<file path="src/rtl/cpu_sequencer_pkg.sv">
// Shared definitions for the multicycle control sequencer: state and error
// encodings plus the default HALT opcode.
package cpu_sequencer_pkg;

    localparam int          OPC_W           = 11;
    localparam logic [10:0] DEF_HALT_OPCODE = 11'h7FF;

    typedef enum logic [2:0] {
        STATE_IDLE      = 3'd0,
        STATE_FETCH     = 3'd1,
        STATE_DECODE    = 3'd2,
        STATE_EXECUTE   = 3'd3,
        STATE_MEMORY    = 3'd4,
        STATE_WRITEBACK = 3'd5,
        STATE_HALT      = 3'd6,
        STATE_ILLEGAL   = 3'd7
    } state_e;

    typedef enum logic [1:0] {
        ERR_NONE         = 2'd0,
        ERR_MEM_TIMEOUT  = 2'd1,
        ERR_ILLEGAL_CTRL = 2'd2,
        ERR_RSVD         = 2'd3
    } err_e;

    function automatic logic is_busy(input state_e s);
        return (s != STATE_IDLE) && (s != STATE_HALT);
    endfunction

endpackage

</file>
<file path="src/rtl/cpu_sequencer_if.sv">
// Control/strobe bundle between the decode stage, data memory and the sequencer.
interface cpu_sequencer_if #(parameter int CNT_W = 32);
    import cpu_sequencer_pkg::*;

    logic             start;
    logic [OPC_W-1:0] opcode;
    logic             mem_read;
    logic             mem_write;
    logic             reg_write;
    logic             mem_ready;
    logic             fetch_en;
    logic             read_en;
    logic             exec_en;
    logic             mem_en;
    logic             write_en;
    logic             pc_en;
    logic [2:0]       state;
    logic             busy;
    logic             halted;
    logic [1:0]       err;
    logic [CNT_W-1:0] instr_count;
    logic [CNT_W-1:0] cycle_count;

    modport master (
        output start, opcode, mem_read, mem_write, reg_write, mem_ready,
        input  fetch_en, read_en, exec_en, mem_en, write_en, pc_en,
               state, busy, halted, err, instr_count, cycle_count
    );

    modport slave (
        input  start, opcode, mem_read, mem_write, reg_write, mem_ready,
        output fetch_en, read_en, exec_en, mem_en, write_en, pc_en,
               state, busy, halted, err, instr_count, cycle_count
    );

endinterface

</file>
<file path="src/rtl/cpu_sequencer_sat_counter.sv">
// Up-counter with synchronous clear that sticks at all-ones instead of wrapping.
module cpu_sequencer_sat_counter #(
    parameter int WIDTH = 32
) (
    input  logic             clk,
    input  logic             reset,
    input  logic             clr,
    input  logic             inc,
    output logic [WIDTH-1:0] count
);

    logic [WIDTH-1:0] count_q;

    always_ff @(posedge clk or posedge reset) begin
        if (reset) begin
            count_q <= '0;
        end else if (clr) begin
            count_q <= '0;
        end else if (inc && (count_q != '1)) begin
            count_q <= count_q + WIDTH'(1);
        end else begin
            count_q <= count_q;
        end
    end

    assign count = count_q;

endmodule

</file>
<file path="src/rtl/cpu_sequencer.sv">
// Multicycle FETCH/DECODE/EXECUTE/MEMORY/WRITEBACK sequencer with memory
// handshake timeout, HALT detection, error code and saturating counters.
module cpu_sequencer
    import cpu_sequencer_pkg::*;
#(
    parameter logic [10:0] HALT_OPCODE = DEF_HALT_OPCODE,
    parameter int          MEM_TIMEOUT = 16,
    parameter int          CNT_W       = 32
) (
    input  logic           clk,
    input  logic           reset,
    cpu_sequencer_if.slave bus
);

    localparam int WAIT_W = $clog2(MEM_TIMEOUT) + 1;

    state_e            state_q, state_d;
    err_e              err_q, err_d;
    logic [WAIT_W-1:0] wait_q, wait_d;
    logic              pc_en_s;
    logic              clr_s;
    logic              busy_s;

    always_ff @(posedge clk or posedge reset) begin
        if (reset) begin
            state_q <= STATE_IDLE;
            err_q   <= ERR_NONE;
            wait_q  <= '0;
        end else begin
            state_q <= state_d;
            err_q   <= err_d;
            wait_q  <= wait_d;
        end
    end

    always_comb begin
        state_d = state_q;
        err_d   = err_q;
        wait_d  = wait_q;
        pc_en_s = 1'b0;
        clr_s   = 1'b0;
        case (state_q)
            STATE_IDLE, STATE_HALT: begin
                if (bus.start) begin
                    state_d = STATE_FETCH;
                    err_d   = ERR_NONE;
                    clr_s   = 1'b1;
                end else begin
                    state_d = state_q;
                end
            end
            STATE_FETCH: state_d = STATE_DECODE;
            STATE_DECODE: begin
                if (bus.opcode == HALT_OPCODE) begin
                    state_d = STATE_HALT;
                end else begin
                    state_d = STATE_EXECUTE;
                end
            end
            STATE_EXECUTE: begin
                wait_d = '0;
                if (bus.mem_read && bus.mem_write) begin
                    state_d = STATE_HALT;
                    err_d   = ERR_ILLEGAL_CTRL;
                end else if (bus.mem_read || bus.mem_write) begin
                    state_d = STATE_MEMORY;
                end else if (bus.reg_write) begin
                    state_d = STATE_WRITEBACK;
                end else begin
                    state_d = STATE_FETCH;
                    pc_en_s = 1'b1;
                end
            end
            STATE_MEMORY: begin
                // mem_ready takes priority over a timeout in the same cycle
                if (bus.mem_ready) begin
                    if (bus.reg_write) begin
                        state_d = STATE_WRITEBACK;
                    end else begin
                        state_d = STATE_FETCH;
                        pc_en_s = 1'b1;
                    end
                end else if (wait_q == WAIT_W'(MEM_TIMEOUT - 1)) begin
                    state_d = STATE_HALT;
                    err_d   = ERR_MEM_TIMEOUT;
                end else begin
                    wait_d = wait_q + WAIT_W'(1);
                end
            end
            STATE_WRITEBACK: begin
                state_d = STATE_FETCH;
                pc_en_s = 1'b1;
            end
            default: state_d = STATE_IDLE;
        endcase
    end

    assign busy_s = is_busy(state_q);

    cpu_sequencer_sat_counter #(.WIDTH(CNT_W)) u_instr_cnt (
        .clk   (clk),
        .reset (reset),
        .clr   (clr_s),
        .inc   (pc_en_s),
        .count (bus.instr_count)
    );

    cpu_sequencer_sat_counter #(.WIDTH(CNT_W)) u_cycle_cnt (
        .clk   (clk),
        .reset (reset),
        .clr   (clr_s),
        .inc   (busy_s),
        .count (bus.cycle_count)
    );

    assign bus.fetch_en = (state_q == STATE_FETCH);
    assign bus.read_en  = (state_q == STATE_DECODE);
    assign bus.exec_en  = (state_q == STATE_EXECUTE);
    assign bus.mem_en   = (state_q == STATE_MEMORY);
    assign bus.write_en = (state_q == STATE_WRITEBACK);
    assign bus.pc_en    = pc_en_s;
    assign bus.state    = state_q;
    assign bus.busy     = busy_s;
    assign bus.halted   = (state_q == STATE_HALT);
    assign bus.err      = err_q;

endmodule
</file>
<file path="src/flat_wrapper.sv">
// flat-port wrapper written by rule: the top's interface ports become plain ports
module cpu_sequencer_flat import cpu_sequencer_pkg::*;
#(
    parameter logic [10:0] HALT_OPCODE = DEF_HALT_OPCODE,
    parameter int          MEM_TIMEOUT = 16,
    parameter int          CNT_W       = 32
)
  (clk, reset, bus_start, bus_opcode, bus_mem_read, bus_mem_write, bus_reg_write, bus_mem_ready, bus_fetch_en, bus_read_en, bus_exec_en, bus_mem_en, bus_write_en, bus_pc_en, bus_state, bus_busy, bus_halted, bus_err, bus_instr_count, bus_cycle_count);
  cpu_sequencer_if #(.CNT_W(CNT_W)) bus_i ();
  input  logic clk;
  input  logic reset;
  input wire logic [$bits(bus_i.start)-1:0] bus_start;
  input wire logic [$bits(bus_i.opcode)-1:0] bus_opcode;
  input wire logic [$bits(bus_i.mem_read)-1:0] bus_mem_read;
  input wire logic [$bits(bus_i.mem_write)-1:0] bus_mem_write;
  input wire logic [$bits(bus_i.reg_write)-1:0] bus_reg_write;
  input wire logic [$bits(bus_i.mem_ready)-1:0] bus_mem_ready;
  output wire logic [$bits(bus_i.fetch_en)-1:0] bus_fetch_en;
  output wire logic [$bits(bus_i.read_en)-1:0] bus_read_en;
  output wire logic [$bits(bus_i.exec_en)-1:0] bus_exec_en;
  output wire logic [$bits(bus_i.mem_en)-1:0] bus_mem_en;
  output wire logic [$bits(bus_i.write_en)-1:0] bus_write_en;
  output wire logic [$bits(bus_i.pc_en)-1:0] bus_pc_en;
  output wire logic [$bits(bus_i.state)-1:0] bus_state;
  output wire logic [$bits(bus_i.busy)-1:0] bus_busy;
  output wire logic [$bits(bus_i.halted)-1:0] bus_halted;
  output wire logic [$bits(bus_i.err)-1:0] bus_err;
  output wire logic [$bits(bus_i.instr_count)-1:0] bus_instr_count;
  output wire logic [$bits(bus_i.cycle_count)-1:0] bus_cycle_count;
  assign bus_i.start = bus_start;
  assign bus_i.opcode = bus_opcode;
  assign bus_i.mem_read = bus_mem_read;
  assign bus_i.mem_write = bus_mem_write;
  assign bus_i.reg_write = bus_reg_write;
  assign bus_i.mem_ready = bus_mem_ready;
  assign bus_fetch_en = bus_i.fetch_en;
  assign bus_read_en = bus_i.read_en;
  assign bus_exec_en = bus_i.exec_en;
  assign bus_mem_en = bus_i.mem_en;
  assign bus_write_en = bus_i.write_en;
  assign bus_pc_en = bus_i.pc_en;
  assign bus_state = bus_i.state;
  assign bus_busy = bus_i.busy;
  assign bus_halted = bus_i.halted;
  assign bus_err = bus_i.err;
  assign bus_instr_count = bus_i.instr_count;
  assign bus_cycle_count = bus_i.cycle_count;
  cpu_sequencer #(.HALT_OPCODE(HALT_OPCODE), .MEM_TIMEOUT(MEM_TIMEOUT), .CNT_W(CNT_W)) u_core (.clk(clk), .reset(reset), .bus(bus_i));
endmodule
</file>
<file path="config.mk">
export PLATFORM = sky130hd
export DESIGN_NAME = cpu_sequencer_flat
export DESIGN_NICKNAME = d
export VERILOG_FILES = /design/src/rtl/cpu_sequencer_pkg.sv /design/src/rtl/cpu_sequencer_if.sv /design/src/rtl/cpu_sequencer_sat_counter.sv /design/src/rtl/cpu_sequencer.sv /design/src/flat_wrapper.sv
export SDC_FILE = /design/constraint.sdc
export NUM_CORES = 1
export LEC_CHECK = 0
export ABC_AREA = 1
export BUFFER_PORTS_ARGS = -buffer_cell sky130_fd_sc_hd__buf_2
export CORE_ASPECT_RATIO = 1.2
export CORE_UTILIZATION = 30
export CTS_CLUSTER_SIZE = 14
export DETAILED_ROUTE_END_ITERATION = 6
export GPL_TIMING_DRIVEN = 1
export PLACE_DENSITY_LB_ADDON = 0.05
export SYNTH_ARGS = -nofsm -noshare
export SYNTH_HDL_FRONTEND = slang
export SYNTH_SLANG_ARGS = --single-unit
</file>
<file path="constraint.sdc">
create_clock -name clk -period 3.5 [get_ports clk]
set_clock_uncertainty 0.2 [all_clocks]
set_input_delay 0.7 -clock clk [delete_from_list [all_inputs] [get_ports clk]]
set_output_delay 0.7 -clock clk [all_outputs]
set_load 0.005 [all_outputs]
</file>
## Word level (Yosys, flattened, before mapping)

Index checks and enable logic that the tools add are counted.

- Bits in registers: 74
- Input bits: 18
- Output and inout bits: 77
- Word-level logic and storage cells: 67

- $add $sub $neg: 3
- Eq/ne operators: 17
- Mux-type cells: 27
- Reduce and logical (&&, ||, !) cells: 15

Operators by type and width:

| kind | count |
|---|---|
| two-way mux 32 bit | 4 |
| adder 32 x 1 -> 32 bit (second input constant) | 2 |
| != test 32 bit (second input constant) | 2 |
| two-way mux 3 bit | 7 |
| one-hot mux 3 bit (6 select lines) | 1 |
| equality test 11 bit (second input constant) | 1 |
| two-way mux 5 bit | 2 |
| one-hot mux 5 bit (2 select lines) | 1 |
| equality test 3 bit (second input constant) | 3 |
| two-way mux 2 bit | 4 |
| equality test 3 x 2 -> 1 bit (second input constant) | 2 |
| two-way mux 1 bit | 6 |
| != test 2 bit (second input constant) | 3 |
| one-hot mux 2 bit (3 select lines) | 1 |
| nonzero test 2 bit | 3 |
| nonzero test 3 bit | 2 |
| adder 5 x 1 -> 5 bit (second input constant) | 1 |
| equality test 5 x 4 -> 1 bit (second input constant) | 1 |
| AND reduction 5 bit | 1 |
| logical AND 1 bit | 4 |
| != test 2 x 1 -> 1 bit (second input constant) | 2 |
| equality test 3 x 1 -> 1 bit (second input constant) | 1 |
| zero test 3 bit | 1 |
| != test 3 x 2 -> 1 bit (second input constant) | 1 |
| 6 further kinds | 6 |

## Depth between registers and ports, before layout

Gate-level depths: netlist of the first run.

- Depth after elaboration: 7
- Gate-level depth with buffers: 11
- Depth with buffers taken out: 10

## Modules after synthesis

Synthesis of the first run repeated with hierarchy kept, for this count alone.

- Cells, all modules: 839
- Area total of the unflattened synthesis: 5392.7 um^2

By module, submodules not included:

| module | times used | cells each | area each (um^2) | sequential area each (um^2) |
|---|---|---|---|---|
| cpu_sequencer_sat_counter | 2 | 360 | 2274.7 | 800.8 |
| cpu_sequencer | 1 | 119 | 843.3 | 250.2 |

## Worst setup path after synthesis of the first run

OpenSTA, ideal clock, no wires.

- Path type: input-to-output
- Start: in bus_mem_write
- End: out bus_pc_en
- Arrival: 1.134 ns
- Data required time: 2.600 ns
- Slack: 1.466 ns
- Stages on the path: 3
- Path buffers: 0
- Path through: nor3_1 > nand2_1 > nand3_4

- Word-level cells in the longest chain between the ends: 4
- Elaborated cells between the ends (all ways): 5
- Classes of those cells: mux (3); reduce/logical (2)

Ends and longest elaborated chain:

| what | RTL line | RTL |
|---|---|---|
| start: declaration | flat_wrapper.sv:15 | `input wire logic [$bits(bus_i.mem_write)-1:0] bus_mem_write;` |
| logical OR 1 bit | cpu_sequencer.sv:65 | `end else if (bus.mem_read \|\| bus.mem_write) begin` |
| two-way mux 1 bit | cpu_sequencer.sv:65 |  |
| two-way mux 1 bit (*) | cpu_sequencer.sv:62 | `if (bus.mem_read && bus.mem_write) begin` |
| one-hot mux 1 bit (3 select lines) (*) | cpu_sequencer.sv:42 | `case (state_q)` |
| end: declaration | flat_wrapper.sv:23 | `output wire logic [$bits(bus_i.pc_en)-1:0] bus_pc_en;` |

Every way passes the cells marked *; elsewhere a longest branch is shown, timed or not.

## Worst setup path after layout of the first run

- Start: reg u_core.state_q[2], in the netlist u_core.bus.state[2]
- End: out bus_busy

- Word-level cells in the longest chain between the ends: 2
- Elaborated cells between the ends (all ways): 3
- Classes of those cells: eq/ne (1); reduce/logical (2)

Ends and longest elaborated chain:

| what | RTL line | RTL |
|---|---|---|
| start: declaration | cpu_sequencer.sv:17 | `state_e state_q, state_d;` |
| start signal: assignment | cpu_sequencer.sv:30 | `state_q <= state_d;` |
| != test 3 bit / nonzero test 3 bit (equally long branches) | cpu_sequencer_pkg.sv:27 | `return (s != STATE_IDLE) && (s != STATE_HALT);` |
| logical AND 1 bit (*) | cpu_sequencer_pkg.sv:27 |  |
| end: declaration | flat_wrapper.sv:25 | `output wire logic [$bits(bus_i.busy)-1:0] bus_busy;` |

Marked as above.

==> results of run 1 <==
-- stage by stage --
step                instances  area (sq um)
global placement         1103          5868
CTS                      1119          6166
finish                   1119          6166
detailed placement       1103          5868
global route             1119          6166
floorplan                 808          5281
-- logic make-up (layout without fill, tap and decap cells) --
family | Yosys count | after routing | share of synthesized area
AND/OR/NAND/NOR | 597 | 597 | 0.4923
buffers and inverters | 91 | 186 | 0.08931
flip-flops | 74 | 74 | 0.3506
AO/OA/AOI/OAI | 25 | 25 | 0.03009
XOR/XNOR | 17 | 17 | 0.02819
adder cells (fa/ha/maj) | 4 | 4 | 0.009477
-- where the power goes --
group | leakage, nW | internal [mW] | total [mW] | switching, mW
Sequential | 1.02 | 1.06 | 1.38 | 0.317
Combinational | 2.11 | 0.469 | 1.33 | 0.857
Clock | 0.143 | 0.573 | 0.960 | 0.387
Total | 3.27 | 2.10 | 3.66 | 1.56
-- flip-flops by register name, summed over array words and instances (netlist names) --
name and flops:
u_core.u_instr_cnt.count 32, u_core.bus.state 3, u_core.wait_q 5, u_core.bus.err 2, u_core.u_cycle_cnt.count 32
-- area by class of cell --
class	count	area, sq um	area share
timing repair buffer	97	505.5	0.08198
multi-input combinational	643	2960	0.4801
inverter	73	280.3	0.04545
sequential	74	1852	0.3003
tap	216	270.3	0.04383
clock inverter	4	51.30	0.008320
clock buffer	12	246.5	0.03998
-- synth_stat cells (all sizes together) --
cell type	instances	area share
ha	4	0.0095
nand4	15	0.018
and2	3	0.0036
xor2	13	0.022
buf	18	0.036
or2	2	0.0024
nor2	104	0.087
o21bai	7	0.010
a21oi	2	0.0019
dfrtp	74	0.35
o21ai	15	0.017
nand2	363	0.27
o22ai	1	0.0012
inv	73	0.053
nor3	4	0.0038
xnor2	4	0.0066
nand3b	13	0.018
nand3	93	0.091
-- per-layer routing --
layer,global-route usage,share of wire,up-vias
met5,0,0,-
met4,0.08072,0.026,0
met3,0.02523,0.031,24
met2,0.3302,0.51,92
met1,0.2096,0.43,2405
li1,-,-,2726
-- worst min path at each step --
stage,startpoint,slack (ns),endpoint
final,reset,0.12,u_core.u_instr_cnt.count[3]$_DFFE_PP0P_
after global routing,reset,0.15,u_core.u_instr_cnt.count[3]$_DFFE_PP0P_
after CTS,reset,0.13,u_core.u_instr_cnt.count[3]$_DFFE_PP0P_
after detailed placement,u_core.bus.err[1]$_DFFE_PP0P_,0.27,u_core.bus.err[1]$_DFFE_PP0P_
after global placement,u_core.bus.err[1]$_DFFE_PP0P_,0.26,u_core.bus.err[1]$_DFFE_PP0P_
after floorplan,u_core.wait_q[4]$_DFFE_PP0P_,0.25,u_core.wait_q[4]$_DFFE_PP0P_
-- critical path: cells and delay by family (launching register included) --
kind	cells	cell delay, ns
buf+inv	2	0.34
flops	1	0.55
compound gates	1	0.40
==> results.cfg, run 1 <==
[outcome]
status = completed

[critical_path]
crit_start = u_core.bus.state[2]$_DFFE_PP0P_
rrSetupSlack_ns = 1.03
cp-end-kind = output pin
worst-r2r-cell-count = 7
crit_slowest_cell = dfrtp_1
worstSetupPathType = reg2out
crit_end = bus_busy
crit_arrival_ns = 1.64
worstSetupStartpointType = register
cp.required_ns = 2.60
crit_chain = inv_2 -> o21ai_4 -> buf_2
path_max_fanout = 10
cpPeakStageDelay_ns = 0.55
r2r-start = u_core.bus.state[2]$_DFFE_PP0P_
rr_endpoint = u_core.u_instr_cnt.count[26]$_DFFE_PP0P_

[timing]
setup_viol = 0
min_period_over_period = 0.7250
drv_slew = 0
hold_viol_final = 0
tightest_slew_ns = 0.7339
rsz0062_at_grt = false
setup_ws_ns = 0.9626
layout_min_cycle_time_ns = 2.537
slew_headroom = 0.5090
fmax_mhz = 394.1
hold_ws_ns = 0.1180
setup_tns_ns = 0

[die]
initial_core_util = 0.3098
pin_count = 95
die_h_um = 147.3
die_w_um = 123.1
rows = 52
die_area_sq_um = 18140
core-area_sq_um = 17050

[power_and_ir_drop]
leakagePower_nw = 3.273
ir_worst_vdd_mv = 0.2473
p_per_area_nw_per_um2 = 594.4
p_total_mw = 3.665

[clock_network]
cts_tree = built
post_cts_buffers = 0
cts-root-buf = clkbuf_16
clk_latency_ns = 0.34
holdBufCountCts = 0
cts_max_level = 3
cts_resized = 0
clock-sinks = 74
clk_path_buf_depth = 2
numCtsBuffers = 9
clk_pin_slew_ns = 0.06

[detailed_routing]
ant_nets = 0
vias_per_cell = 4.689
drtPass1Iterations = 6
wl_mm = 15.54
num_vias = 5247
drc = 0
drtIter0Drc = 213
wl_per_cell_um = 13.89

[placed_design]
hpwlAfterDp_mm = 11.41
place_congestion = 0.8243
io_buffers = 94
pre_cts_slack_ns = 1.045

[synthesis]
syn_inst = 808
yosysSeqAreaShare = 0.3506
synth-warning-count = 0
ys_types = 32
synth_area_sq_um = 5281
syn_area_per_cell_sq_um = 6.536
synth_nets = 830
ys_ff_latch = 74

[job]
cap_violations = 0

[layout]
drive_gt1_frac = 0.1573
fin_nets = 920
n_antenna_cell = 0
layout_common_cells = 354 x nand2_1, 94 x buf_2, 92 x nand3_1, 92 x nor2_1, 74 x dfrtp_1
utilization = 0.3617
fillers = 1870
area_growth_syn_to_layout_pct = 16.75
final_common_cell = nand2_1

[grt]
grt_pass1_wl_mm = 25.85
grt_max_degree = 35
grt_pass1_vias = 5050
antenna_found_initial = 0
gr-total-overflow = 0
grt_use_total = 0.1827

[hold_path]
hold_class = in2async
Note: power is estimated with default switching activity, not from simulation.
==> run 2, diff against run 1 <==
==> constraint.sdc (replaced) <==
create_clock -name clk -period 2.6 [get_ports clk]
set_clock_uncertainty 0.2 [all_clocks]
set_input_delay 0.52 -clock clk [delete_from_list [all_inputs] [get_ports clk]]
set_output_delay 0.52 -clock clk [all_outputs]
set_load 0.005 [all_outputs]
==> run 2 against run 1 <==
  * The flow now finishes with violations (hold timing)
  * Sequential share of layout area fell by 0.26 points
  * Sequential power up 34%
  * Sequential cell count did not move
  * Non-clock buffer count increased by 7
  * Count of clock-buffer cells in the layout decreased by 2
  * Critical path depth did not move
  * Combinational power up 36%
  * Utilization is 0.32 points higher
  * Die area unchanged
  * Total power increased by 32%
  * Hold slack got worse by 0.12 ns
  * First-iteration DRC count is 13% higher
  * Critical path type unchanged
==> results.cfg, run 2 (synthesized netlist as in run 1, its figures left out) <==
[outcome]
status = finished, violations left
failed_checks = hold timing

[layout]
drive_gt1_frac = 0.1659
layout_common_cells = 354 x nand2_1, 94 x buf_2, 92 x nand3_1, 92 x nor2_1, 74 x dfrtp_1
n_antenna_cell = 0
final_common_cell = nand2_1
area_growth_syn_to_layout_pct = 17.77
fin_nets = 927

[clock_network]
cts-root-buf = clkbuf_16
holdBufCountCts = 0
cts_tree = built
clk_latency_ns = 0.35
cts_resized = 0
clock-sinks = 74
clk_path_buf_depth = 2
post_cts_buffers = 0
numCtsBuffers = 9
cts_max_level = 3
clk_pin_slew_ns = 0.06

[grt]
grt_pass1_wl_mm = 26.21
grt_use_total = 0.1838
grt_max_degree = 65
grt_pass1_vias = 5156
antenna_found_initial = 0
gr-total-overflow = 0

[detailed_routing]
wl_mm = 15.39
num_vias = 5279
vias_per_cell = 4.688
wl_per_cell_um = 13.67
drtPass1Iterations = 4
drtIter0Drc = 240
drc = 0
ant_nets = 0

[die]
die_w_um = 123.1
die_h_um = 147.3
initial_core_util = 0.3098
die_area_sq_um = 18140
pin_count = 95
rows = 52
core-area_sq_um = 17050

[placed_design]
io_buffers = 94
hpwlAfterDp_mm = 11.48
place_congestion = 0.8295

[critical_path]
r2r-start = u_core.u_instr_cnt.count[0]$_DFFE_PP0P_
crit_arrival_ns = 1.66
worstSetupPathType = reg2out
cp-end-kind = output pin
worstSetupStartpointType = register
cp.required_ns = 1.88
crit_start = u_core.bus.state[2]$_DFFE_PP0P_
path_max_fanout = 10

[timing]
setup_tns_ns = 0
min_period_over_period = 0.9163
drv_slew = 0
hold_ws_ns = -0.0002115
slew_headroom = 0.6643
tightest_slew_ns = 0.5025
rsz0062_at_grt = false
layout_min_cycle_time_ns = 2.382
hold_viol_final = 2
setup_viol = 0
fmax_mhz = 419.7

[hold_path]
hold_class = in2async

[job]
cap_violations = 0

[power_and_ir_drop]
p_per_area_nw_per_um2 = 779.5
leakagePower_nw = 3.311
ir_worst_vdd_mv = 0.3435
run 2: cell count changes in the layout (fill, tap and decap cells not counted), sizes merged:
cell | previous run | this run
clkinv | 3 | 5
bufinv | 1 | 0
clkinvlp | 1 | 2
buf | 97 | 104
clkbuf | 12 | 10
run 2: path summary, 6_finish.rpt:
check | cells after the start | endpoint | slack, ns
setup / recovery | 3 | bus_busy | 0.22
max in group asynchronous | 4 | u_core.u_cycle_cnt.count[21]$_DFFE_PP0P_ | 1.50
min in group clk | 2 | u_core.bus.err[0]$_DFFE_PP0P_ | 0.27
setup reg to reg | 10 | u_core.u_instr_cnt.count[24]$_DFFE_PP0P_ | 0.41
hold / removal | 2 | u_core.bus.err[0]$_DFFE_PP0P_ | -0.0002
hold reg to reg | 2 | u_core.bus.err[0]$_DFFE_PP0P_ | 0.27
run 2: power breakdown:
group          total [mW]  internal [mW]  switching (mW)
registers            1.85           1.43           0.418
logic                1.81          0.661            1.15
clock network        1.19          0.664           0.523
total                4.85           2.75            2.09
run 2: per-stage QoR:
step	power (mW)	util	area [sq um]	std cells	setup WS (ns)
4_1_cts	4.945	0.3649	6220	1126	0.2038
3_5_place_dp	3.719	0.3489	5948	1110	0.3861
2_1_floorplan	3.128	-	5285	808	0.7324
6_report	4.849	0.3649	6220	1126	0.2176
5_1_grt	5.277	0.3649	6220	1126	0.1098
3_3_place_gp	3.690	0.3489	5948	1110	0.4648
run 2: layout make-up:
type                            instances  area [sq um]
Timing Repair Buffer                  104         583.1
Fill cell                            1904         10830
Inverter                               73         282.8
Clock buffer                           10         239.0
Tap cell                              216         270.3
Clock inverter                          6         32.53
Sequential cell                        74          1852
Multi-Input combinational cell        643          2960
run 2: metal layers:
metal / vias to the layer above / GRT usage / part of all wire
met5: - / 0 / 0
met4: 0 / 0.07048 / 0.019
met1: 2437 / 0.2234 / 0.43
li1: 2724 / - / -
met3: 17 / 0.02523 / 0.038
met2: 101 / 0.3226 / 0.51
run 2: worst max-delay path, stage by stage, from the launching register on:
cell and delay, ns:
dfrtp_1 0.55, inv_2 0.13, o21ai_4 0.42, buf_2 0.20
==> run 3, diff against run 2 <==
--- a/config.mk
+++ b/config.mk
@@ -15,4 +15,5 @@
 export PLACE_DENSITY_LB_ADDON = 0.05
 export SYNTH_ARGS = -nofsm -noshare
 export SYNTH_HDL_FRONTEND = slang
+export SYNTH_HIERARCHICAL = 1
 export SYNTH_SLANG_ARGS = --single-unit
==> run 3 against run 2 <==
  * Count of clock-buffer cells in the layout is 1 higher
  * First-iteration DRC count is 1.3% higher
  * Largest cell class unchanged
  * Final cell count is 4.1% higher
  * Sequential share of layout area is 1.2 points lower
  * Die area is 2.1% higher
  * Global-route usage hardly changed
  * Largest power group is now combinational logic
  * Total power is 10% lower
  * The run now ends clean
  * Cell area is 4.3% higher
==> results.cfg, run 3 <==
[critical_path]
cp-end-kind = register
worstSetupStartpointType = register
worstSetupPathType = reg2reg
cpPeakStageDelay_ns = 0.54
path_max_fanout = 11
crit_slowest_cell = a21oi_1
worst-r2r-cell-count = 9
crit_arrival_ns = 2.40
crit_chain = ha_1 -> nand2_1 -> nor2_2 -> nand2_4 -> nor2_8 -> a21oi_1 -> buf_4 -> nand3_1 -> o21ai_0
cp.required_ns = 2.67

[synthesis]
syn_inst = 839
yosys-top-cells-count = 326 x nand2_1, 123 x nor2_1, 80 x inv_1
ys_types = 34
ys_ff_latch = 74
synth.area.top_cells = dfrtp_1 34%, nand2_1 23%, nor2_1 8.6%
synth-warning-count = 6
synth_nets = 861
synthArstFlopShare = 1.000
yosys.area.top_type = dfrtp_1
synth_edf_count = 0
syn_area_per_cell_sq_um = 6.427
netlist.area_leader.share = 0.3434
synth_area_sq_um = 5393
yosysMostFrequentCell = nand2_1
yosysSeqAreaShare = 0.3434
synth_flop_cell = dfrtp_1

[timing]
drv_slew = 0
hold_viol_final = 0
min_period_over_period = 0.8967
hold_ws_ns = 0.2304
layout_min_cycle_time_ns = 2.331
setup_viol = 0
setup_tns_ns = 0
rsz0062_at_grt = false
fmax_mhz = 428.9
tightest_slew_ns = 0.6482
slew_headroom = 0.5679

[grt]
grt_use_total = 0.1835
grt_pass1_wl_mm = 26.65
antenna_found_initial = 0
grt_max_degree = 33
gr-total-overflow = 0
grt_pass1_vias = 5072

[hold_path]
hold_depth = 3
hold_class = in2reg

[power_and_ir_drop]
ir_worst_vdd_mv = 0.3632
leakagePower_nw = 3.363
p_int_mw = 2.595
combPwrFrac = 0.360
power_switching_mw = 1.771
p_total_mw = 4.366
seqPwrFrac = 0.327
p_per_area_nw_per_um2 = 673.2
swShare = 0.4056
p_clk_frac = 0.313

[layout]
final_area_sq_um = 6485
fin_nets = 969
final_common_cell = nand2_1
seqCellArea_sq_um = 1852
drive_gt1_frac = 0.1943
layout_common_cells = 326 x nand2_1, 123 x nor2_1, 94 x buf_2
n_antenna_cell = 0
utilization = 0.3690
multiInputGateArea_sq_um = 3083
fillers = 1971
area_growth_syn_to_layout_pct = 20.26

[die]
die_w_um = 124.4
die_h_um = 148.9
die_area_sq_um = 18520
pin_count = 95
rows = 53
core-area_sq_um = 17570
initial_core_util = 0.3069

[clock_network]
cts_resized = 0
post_cts_buffers = 0
cts-root-buf = clkbuf_16
cts_tree = built
numCtsBuffers = 9
clk_path_buf_depth = 2
clk_pin_slew_ns = 0.07
cts_max_level = 3
clock-sinks = 74
clk_latency_ns = 0.35

[job]
cap_violations = 0

[placed_design]
postPlaceCellArea_sq_um = 6163
hpwlAfterDp_mm = 12.30
io_buffers = 94
place_congestion = 0.8288

[detailed_routing]
drtPass1Iterations = 5
num_vias = 5422
drtIter0Drc = 243
drc = 0
wl_mm = 16.23
ant_nets = 0
wl_per_cell_um = 13.84
vias_per_cell = 4.626

[outcome]
status = completed
-- run 3: changes by cell type after synthesis, moves of 9 or more --
cell / change
nor2_1: +31
nand2_1: -29
nand3_1: -25
buf_6: -14
o21ai_0: +14
inv_1: +11
nand2_4: +10
nand3b_1: -9
-- run 3: final cells by class --
cell class / count / area share
clock buffer: 11 / 0.03589
clock inverter: 5 / 0.01216
inverter: 88 / 0.05132
multi-input combinational: 659 / 0.4754
sequential: 74 / 0.2855
tap: 220 / 0.04245
timing repair buffer: 115 / 0.09724
-- run 3: cell families after synthesis --
| kind of cell | count (synthesis) | share of synthesized area |
|---|---|---|
| and+or+nand+nor | 593 | 0.4889 |
| buffers and inverters | 106 | 0.08492 |
| DFF | 74 | 0.3434 |
| AOI/OAI and AO/OA | 54 | 0.06056 |
| xor gates and xnor gates | 8 | 0.01299 |
| adders and majority gates | 4 | 0.009281 |
-- run 3: final timing paths --
kind | start | to | slack, ns
worst max-delay path | u_core/u_cycle_cnt/count[0]$_DFFE_PP0P_ | u_core/u_cycle_cnt/count[0]$_DFFE_PP0P_ | 0.27
worst min-delay path | bus_mem_write | u_core/bus.err[1]$_DFFE_PP0P_ | 0.23
worst max register to register | u_core/u_cycle_cnt/count[0]$_DFFE_PP0P_ | u_core/u_cycle_cnt/count[0]$_DFFE_PP0P_ | 0.27
worst min register to register | u_core/bus.err[1]$_DFFE_PP0P_ | u_core/bus.err[1]$_DFFE_PP0P_ | 0.26
max in group asynchronous | reset | u_core/u_cycle_cnt/count[30]$_DFFE_PP0P_ | 1.21
min in group asynchronous | reset | u_core/bus.err[1]$_DFFE_PP0P_ | 0.52
-- run 3: what timing repair did --
| action | 4_1_cts | 5_1_grt |
|---|---|---|
| hold buffers | 1 | 0 |
| hold endpoints to repair | 7 | 0 |
| endpoints found under the setup margin | 0 | 0 |
-- run 3: worst max-delay path, delay by kind of cell (launching register included) --
kind                     cells  cell delay [ns]
AO/OA/AOI/OAI                2             0.62
AND/OR/NAND/NOR              5             0.46
flip-flops                   1             0.40
buffers and inverters        1             0.31
adder cells (fa/ha/maj)      1             0.24
-- run 3: through the flow --
stage          instances  setup slack, ns
2_1_floorplan        839           0.4145
3_3_place_gp        1155           0.2681
3_5_place_dp        1155           0.2442
4_1_cts             1172           0.2299
5_1_grt             1172          0.08741
6_report            1172           0.2686
-- run 3: power by group through the flow --
stage | sequential, mW | combinational (mW) | clock [mW]
4_1_cts | 1.43 | 1.61 | 1.42
6_report | 1.43 | 1.57 | 1.37
5_1_grt | 1.45 | 1.77 | 1.46
2_1_floorplan | 1.42 | 1.14 | 0
3_3_place_gp | 1.45 | 1.61 | 0
3_5_place_dp | 1.45 | 1.60 | 0
-- run 3: layer usage --
layer  wire length (um)  track usage  vias to the layer above
li1                   -            -                     2851
met1               7167       0.2239                     2468
met2               8430       0.3318                       91
met3                390      0.02152                       12
met4                236      0.06506                        0
met5                  0            0                        -
